<file path="config.mk">
export PLATFORM = sky130hd
export DESIGN_NAME = spi_object_loader
export DESIGN_NICKNAME = d
export VERILOG_FILES = /design/src/rtl/spi_object_loader.sv
export SDC_FILE = /design/constraint.sdc
export NUM_CORES = 1
export LEC_CHECK = 0
export BUFFER_PORTS_ARGS = -buffer_cell sky130_fd_sc_hd__buf_2
export CORE_ASPECT_RATIO = 1.25
export CORE_MARGIN = 2
export CORE_UTILIZATION = 59
export DETAILED_ROUTE_END_ITERATION = 12
export GPL_TIMING_DRIVEN = 0
export HOLD_SLACK_MARGIN = 0.1
export PLACE_DENSITY = 0.8
export SYNTH_ARGS = -nofsm -noshare
export SYNTH_HDL_FRONTEND = slang
export SYNTH_SLANG_ARGS = --single-unit
</file>
<file path="constraint.sdc">
create_clock -name vgaclk -period 5.4 [get_ports vgaclk]
set_clock_uncertainty 0.1 [all_clocks]
set_input_delay 0.81 -clock vgaclk [delete_from_list [all_inputs] [get_ports vgaclk]]
set_output_delay 0.81 -clock vgaclk [all_outputs]
set_load 0.02 [all_outputs]
</file>
<file path="src/rtl/spi_object_loader.sv">
// SPI-fed octagon object table: words land in a shadow table, and a COMMIT makes the shadow
// the active table atomically at the next vsync falling edge.
module spi_object_loader #(
    parameter int unsigned NOBJ = 8
) (
    input  logic              vgaclk,
    input  logic              reset_b,
    input  logic              sck,
    input  logic              sdi,
    input  logic              cs_b,
    input  logic              vsync,
    output logic [NOBJ-1:0]   obj_en,
    output logic [10*NOBJ-1:0] obj_x,
    output logic [10*NOBJ-1:0] obj_y,
    output logic [6*NOBJ-1:0] obj_ring,
    output logic              frame_tick,
    output logic [7:0]        word_count,
    output logic              err
);

    // Synchronisers and edge-detect history
    logic sck_m_q, sck_s_q, sck_h_q;
    logic sdi_m_q, sdi_s_q;
    logic cs_m_q, cs_s_q, cs_h_q;
    logic vs_s_q, vs_h_q;

    logic [31:0]        shift_q, shift_d;
    logic [4:0]         cnt_q, cnt_d;
    logic               done_q, done_d;
    logic               pending_q, pending_d;
    logic [NOBJ-1:0]    sh_en_q, sh_en_d;
    logic [10*NOBJ-1:0] sh_x_q, sh_x_d;
    logic [10*NOBJ-1:0] sh_y_q, sh_y_d;
    logic [6*NOBJ-1:0]  sh_ring_q, sh_ring_d;
    logic [NOBJ-1:0]    act_en_q, act_en_d;
    logic [10*NOBJ-1:0] act_x_q, act_x_d;
    logic [10*NOBJ-1:0] act_y_q, act_y_d;
    logic [6*NOBJ-1:0]  act_ring_q, act_ring_d;
    logic               tick_q, tick_d;
    logic [7:0]         wc_q, wc_d;
    logic               err_q, err_d;

    logic               sck_fall, cs_rise, vs_fall, swap;
    logic [1:0]         op;
    logic [2:0]         slot;
    int unsigned        sidx;

    always_comb begin
        sck_fall   = sck_h_q & ~sck_s_q;
        cs_rise    = cs_s_q & ~cs_h_q;
        vs_fall    = vs_h_q & ~vs_s_q;
        swap       = vs_fall & pending_q;
        op         = shift_q[31:30];
        slot       = shift_q[29:27];
        sidx       = 32'(slot);

        shift_d    = shift_q;
        cnt_d      = cnt_q;
        done_d     = 1'b0;
        pending_d  = pending_q;
        sh_en_d    = sh_en_q;
        sh_x_d     = sh_x_q;
        sh_y_d     = sh_y_q;
        sh_ring_d  = sh_ring_q;
        act_en_d   = act_en_q;
        act_x_d    = act_x_q;
        act_y_d    = act_y_q;
        act_ring_d = act_ring_q;
        tick_d     = swap;
        wc_d       = wc_q;
        err_d      = err_q;

        if (cs_s_q) begin
            cnt_d = 5'd0;
            if (cs_rise && cnt_q != 5'd0) begin
                err_d = 1'b1;
            end
        end else if (sck_fall) begin
            shift_d = {shift_q[30:0], sdi_s_q};
            cnt_d   = cnt_q + 5'd1;
            done_d  = (cnt_q == 5'd31);
        end

        // Swap reads the registered shadow, so a same-cycle WRITE misses this swap.
        if (swap) begin
            act_en_d   = sh_en_q;
            act_x_d    = sh_x_q;
            act_y_d    = sh_y_q;
            act_ring_d = sh_ring_q;
            pending_d  = 1'b0;
        end

        if (done_q) begin
            case (op)
                2'b00: begin
                    sh_en_d[sidx]           = shift_q[26];
                    sh_x_d[10*sidx +: 10]   = shift_q[25:16];
                    sh_y_d[10*sidx +: 10]   = shift_q[15:6];
                    sh_ring_d[6*sidx +: 6]  = shift_q[5:0];
                    wc_d                    = wc_q + 8'd1;
                end
                2'b01: begin
                    pending_d = 1'b1;
                    wc_d      = wc_q + 8'd1;
                end
                2'b10: begin
                    sh_en_d = '0;
                    wc_d    = wc_q + 8'd1;
                end
                default: err_d = 1'b1;
            endcase
        end
    end

    always_ff @(posedge vgaclk or negedge reset_b) begin
        if (!reset_b) begin
            sck_m_q    <= 1'b1;
            sck_s_q    <= 1'b1;
            sck_h_q    <= 1'b1;
            sdi_m_q    <= 1'b0;
            sdi_s_q    <= 1'b0;
            cs_m_q     <= 1'b1;
            cs_s_q     <= 1'b1;
            cs_h_q     <= 1'b1;
            vs_s_q     <= 1'b1;
            vs_h_q     <= 1'b1;
            shift_q    <= '0;
            cnt_q      <= '0;
            done_q     <= 1'b0;
            pending_q  <= 1'b0;
            sh_en_q    <= '0;
            sh_x_q     <= '0;
            sh_y_q     <= '0;
            sh_ring_q  <= '0;
            act_en_q   <= '0;
            act_x_q    <= '0;
            act_y_q    <= '0;
            act_ring_q <= '0;
            tick_q     <= 1'b0;
            wc_q       <= '0;
            err_q      <= 1'b0;
        end else begin
            sck_m_q    <= sck;
            sck_s_q    <= sck_m_q;
            sck_h_q    <= sck_s_q;
            sdi_m_q    <= sdi;
            sdi_s_q    <= sdi_m_q;
            cs_m_q     <= cs_b;
            cs_s_q     <= cs_m_q;
            cs_h_q     <= cs_s_q;
            vs_s_q     <= vsync;
            vs_h_q     <= vs_s_q;
            shift_q    <= shift_d;
            cnt_q      <= cnt_d;
            done_q     <= done_d;
            pending_q  <= pending_d;
            sh_en_q    <= sh_en_d;
            sh_x_q     <= sh_x_d;
            sh_y_q     <= sh_y_d;
            sh_ring_q  <= sh_ring_d;
            act_en_q   <= act_en_d;
            act_x_q    <= act_x_d;
            act_y_q    <= act_y_d;
            act_ring_q <= act_ring_d;
            tick_q     <= tick_d;
            wc_q       <= wc_d;
            err_q      <= err_d;
        end
    end

    assign obj_en     = act_en_q;
    assign obj_x      = act_x_q;
    assign obj_y      = act_y_q;
    assign obj_ring   = act_ring_q;
    assign frame_tick = tick_q;
    assign word_count = wc_q;
    assign err        = err_q;

endmodule
</file>
Yosys cells after proc, flatten, opt, wreduce, memory -nomap -nowiden:

Index checks and enable logic that the tools add are counted.

* register bits: 491
* output and inout bits: 226
* word-level logic and storage cells: 78

* add/subtract/negate cells: 4
* multiply operators: 2
* order comparisons: 2
* equal/unequal tests: 3
* shift operators: 5
* muxes and demuxes: 18
* bitwise logic cells: 8
* reduce and logical (&&, ||, !) cells: 11

Operator list (number)
* bitwise mux 80 bit: 2
* indexed part select 10 x 34 -> 80 bit: 2
* variable shift 10 x 34 -> 80 bit, first input constant: 1
* bitwise mux 48 bit: 1
* variable shift 6 x 34 -> 48 bit, first input constant: 1
* indexed part select 6 x 34 -> 48 bit: 1
* negation 6 -> 34 bit: 1
* negation 7 -> 34 bit: 1
* case mux 8 bit (2 select lines): 1
* 2-to-1 mux 1 bit: 10
* 2-to-1 mux 5 bit: 2
* adder 8 x 1 -> 8 bit, second input constant: 1
* bitwise mux 8 bit: 1
* AND reduction 2 bit: 4
* multiplier 3 x 3 -> 6 bit, first input constant: 1
* adder 5 x 1 -> 5 bit, second input constant: 1
* == test 5 bit, second input constant: 1
* multiplier 2 x 3 -> 5 bit, first input constant: 1
* nonzero test 5 bit: 1
* bitwise AND 1 bit: 4
* less-than comparator 3 x 4 -> 1 bit, second input constant: 1
* NOT 1 bit: 4
* nonzero test 2 bit: 2
* demux 1 bit (select 3 bit): 1
* 6 further kinds: 7

Logic depth before layout (Yosys ltp):

* word-level depth: 7
* depth in mapped cells: 16

Least setup slack after synthesis:

Ideal clock, no wire load.

* kind: register to register
* start: register shift_q[29]
* end: register sh_x_q[52]
* arrival: 3.797 ns
* path slack: 1.378 ns
* cell stages (with the launch flop): 17
* period minus slack after synthesis: 4.022 ns
* cell sequence: dfrtp_1 ha_1 ha_1 inv_1 ha_1 clkbuf_1 or3_1 buf_4 nor3_1 ha_1 clkbuf_1 nand2b_1 mux2i_1 and3_1 buf_2 nor2b_1 mux2_2

* longest elaborated chain between the ends: 4
* elaborated cells between the ends (all ways): 5
* those cells by class: 1 x add/sub; 1 x mul; 2 x shift; 1 x mux

Ends and longest elaborated chain
* start: declaration: RTL line 27 `logic [31:0] shift_q, shift_d;`
* start signal: assignment: RTL line 153 `shift_q <= shift_d;`
* multiplier 3 x 3 -> 6 bit *: RTL line 97 `sh_x_d[10*sidx +: 10] = shift_q[25:16];`
* negation 7 -> 34 bit *: RTL line 97
* indexed part select 10 x 34 -> 80 bit or variable shift 10 x 34 -> 80 bit (tied branches): RTL line 97
* bitwise mux 80 bit *: RTL line 97
* end signal: assignment: RTL line 132 `sh_x_q <= '0;`
* end signal: assignment: RTL line 158 `sh_x_q <= sh_x_d;`
* end: declaration: RTL line 32 `logic [10*NOBJ-1:0] sh_x_q, sh_x_d;`

Every way passes the cells marked *; elsewhere a longest branch is shown, timed or not.
A chain may end at the register's enable or synchronous reset.

Worst setup path in the final report:

* start: register shift_q[27]
* end: register sh_y_q[74]

* longest elaborated chain between the ends: 4
* elaborated cells between the ends (all ways): 5
* those cells by class: 1 x add/sub; 1 x mul; 2 x shift; 1 x mux

Ends and longest elaborated chain
* multiplier 3 x 3 -> 6 bit *: RTL line 98 `sh_y_d[10*sidx +: 10] = shift_q[15:6];`
* negation 7 -> 34 bit *: RTL line 98
* indexed part select 10 x 34 -> 80 bit or variable shift 10 x 34 -> 80 bit (tied branches): RTL line 98
* bitwise mux 80 bit *: RTL line 98
* end signal: assignment: RTL line 159 `sh_y_q <= sh_y_d;`
* end: declaration: RTL line 33 `logic [10*NOBJ-1:0] sh_y_q, sh_y_d;`

Marked as above.

==> reports/qor.csv <==
stage,metric,value,unit
clocking,root buf cell,clkbuf_16,
sta,hold slack,237.7,ps
power_and_ir_drop,Logic pwr share,3.0,%
synthesis,Yosys top cell by area,dfrtp_1,
floorplanning,# rows,78,
status,outcome,"complete, no violations",
global_route,gr usage total,36.47,%
synthesis,Unique masters post-synth,83,
layout,most frequent cells in the layout,"nand2_1 (721), dfrtp_1 (483), buf_2 (246)",
sta,fmax,190.6,MHz
clocking,CTS tree,yes,
synthesis,Mapped Cells,2111,
layout,"most common cell after layout, fill and taps aside",nand2_1,
power_and_ir_drop,pwr/cell area,285.3,mW/mm2
power_and_ir_drop,sequential power share,52.0,%
global_route,initial antenna violation count,1,
min_path,HP Class,in2reg,
synthesis,Yosys reg bits,491,
global_route,first-pass GRT wire length,105.6,mm
power_and_ir_drop,worst vdd ir,0.2279,mV
floorplanning,die area,0.03856,mm2
floorplanning,Die X,176.0,um
sta,RSZ-0062 raised after global routing,yes,
layout,layout cell share with drive strength beyond 1,24.90,%
global_route,M3 GR Usage,5.371,%
synthesis,syn nets,2136,
worst_setup_path,critical path required time,5750,ps
worst_setup_path,largest fanout on the critical path,11,
synthesis,fraction of registers with async set/reset,100.0,%
sta,Fin. Hold Viols,0,
sta,fin crit share,97.17,%
layout,Finished Layout Cells,2915,
worst_setup_path,CP arrival,5600,ps
power_and_ir_drop,static leakage,0.01338,uW
power_and_ir_drop,Pint,5596,uW
detailed_routing,# DRC,0,
power_and_ir_drop,Sw Share,22.70,%
clocking,CTS Buffer Depth,3,
min_path,Hold Path Stages,1,
global_route,vias in the first global route,17730,
worst_setup_path,reg2reg path depth,13,
clocking,setup bufs post-CTS,0,
floorplanning,Die Height,219.1,um
worst_setup_path,Critical Path Source Type,register,
clocking,# clock sinks,491,
synthesis,Synth Flop Type,dfrtp_1,
detailed_routing,final WL,70.06,mm
placement,I/O Buffers,231,
detailed_routing,drt wl/cell,24.04,um
job,# Max-Cap Violations,0,
floorplanning,core region area,0.03640,mm2
placement,placed inst area,0.02371,mm2
worst_setup_path,CP endpoint kind,register,
global_route,met2 Track Usage GR,60.07,%
power_and_ir_drop,Sw Pwr,1643,uW
sta,Final WS setup,153.0,ps
synthesis,synthesized cell area,0.02183,mm2
sta,Final Setup Violations,0,
sta,relative slew slack,23.89,%
synthesis,Yosys top cell area share,55.37,%
layout,Final Cell Area,0.02537,mm2
synthesis,Synth area leaders,"dfrtp_1 (55%), nand2_1 (12%), mux2_2 (11%), o22ai_1 (1.8%), mux2i_1 (1.6%)",
detailed_routing,Starting DRT DRC Count,1882,
synthesis,Avg Inst Size Synth,10.34,um2
clocking,H-tree levels,2,
detailed_routing,detailed-route via count,17670,
synthesis,yosys synthesis warning count,0,
synthesis,Post-synth EDFFs,0,
worst_setup_path,Setup CP Type,reg2reg,
clocking,Clock Pin Slew Worst Setup and Hold Paths,60,ps
floorplanning,# IOs,232,
sta,Final Max Slew Viols,0,
detailed_routing,"antenna viol nets, final",0,
synthesis,sequential area share after synthesis,56.33,%
layout,Nets,2421,
sta,min Tclk post-route,5247,ps
layout,Layout area overhead,16.23,%
sta,Slew @ Worst Pin,1142,ps
placement,cell total after placement,2826,
clocking,Num CTS Buffers,47,
detailed_routing,Initial DRT Pass Iterations,6,
global_route,final global-route overflow total,0,
placement,GP Congestion,1.028,
global_route,grt met1 use,47.90,%
global_route,largest net degree at the start of global routing,133,
detailed_routing,vias per inst,6.061,
power_and_ir_drop,Clk pwr share,45.0,%
floorplanning,initial core utilization,59.96,%
placement,Setup WS pre-CTS,-204.7,ps
clocking,clock latency on the worst-skew pair,570,ps
placement,Post-DP HPWL,51.26,mm
global_route,grt peak-use layer,met2,
==> path summary, 6_finish.rpt <==
kind	start	end	slack [ps]
setup / recovery	shift_q[27]	sh_y_q[74]	150
hold / removal	sck	sck_m_q	240
setup reg to reg	shift_q[27]	sh_y_q[74]	150
hold reg to reg	cs_m_q	cs_s_q	260
max in group asynchronous	reset_b	obj_y[60]	3060
min in group asynchronous	reset_b	obj_ring[27]	630
==> metal layers <==
layer  wire, um  vias up
met1      28220     8871
li1           -     7765
met3       4692      216
met5          0        -
met2      33550      817
met4       3602        0
==> power groups by stage <==
| stage | sequential, uW | combinational, uW | clock, uW |
|---|---|---|---|
| final | 3770 | 216 | 3260 |
| after global routing | 3770 | 241 | 3440 |
| after CTS | 3770 | 214 | 3270 |
| after detailed placement | 3830 | 210 | 0 |
| after global placement | 3830 | 196 | 0 |
| after floorplan | 3810 | 94.5 | 0 |
==> cell families after synthesis <==
family	synth area share (%)
xor+xnor	0.8369
compound gates	7.761
buf+inv	2.620
fa+ha+maj	1.123
simple gates	17.94
mux	13.38
flops	56.33
==> area by class of cell <==
| type | instances | area, um2 |
|---|---|---|
| multi-input combinational | 1476 | 9080 |
| clock buffer | 66 | 1348 |
| sequential | 491 | 12300 |
| antenna | 1 | 2.502 |
| inverter | 30 | 112.6 |
| fill | 2628 | 11030 |
| tap | 480 | 600.6 |
| timing repair buffer | 236 | 1286 |
| buffer | 114 | 465.4 |
| clock inverter | 21 | 180.2 |
==> what timing repair did <==
item | CTS | global route
endpoints found under the hold margin | 45 | 0
gates resized for setup | 6 | 29
hold buffers | 1 | 0
cloned | 0 | 0
pin swaps | 0 | 0
setup endpoints to repair | 30 | 103
==> registers in the layout, indices dropped and copies added, names as in the netlist, 5 cells and up <==
signal / cells
cnt_q: 5
obj_en: 8
obj_ring: 48
obj_x: 80
obj_y: 80
sh_en_q: 8
sh_ring_q: 48
sh_x_q: 80
sh_y_q: 80
shift_q: 32
word_count: 8
==> Yosys cell counts (7+ instances only) <==
cell type,instances
o22ai_1,63
buf_1,7
nor2_1,54
a31oi_1,12
buf_2,16
mux2_1,13
nand2_1,721
a32o_1,9
nand2b_1,7
nor3_1,13
o211a_1,7
o2bb2ai_1,8
inv_1,28
dfrtp_1,483
or2_2,7
ha_1,18
o21ai_0,55
xnor2_1,11
or3_1,20
mux2i_1,35
clkbuf_1,89
xor2_1,8
o211ai_1,8
mux2_2,208
nand4_1,13
nor2b_1,11
nand3_1,40
and3_1,8
dfstp_2,8
a21oi_1,25
==> worst max-delay path, stage by stage (launching register included) <==
cell      delay, ps
dfrtp_1         410
buf_2           250
buf_2           300
buf_2           300
buf_2           350
inv_1           260
clkbuf_1        310
ha_1            270
buf_2           180
xor2_1          520
clkbuf_1        490
clkbuf_1        520
o21ai_1         410
mux2_1          430
==> metrics by stage <==
step           util, %  setup TNS (ps)  power (uW)
2_1_floorplan        -               0        3909
3_3_place_gp     64.79        -2836060        4029
3_5_place_dp     65.12           -2524        4043
4_1_cts          69.41          -71.14        7254
5_1_grt          69.69          -20.24        7446
6_report         69.70               0        7239
Note: power is estimated with default switching activity, not from simulation.
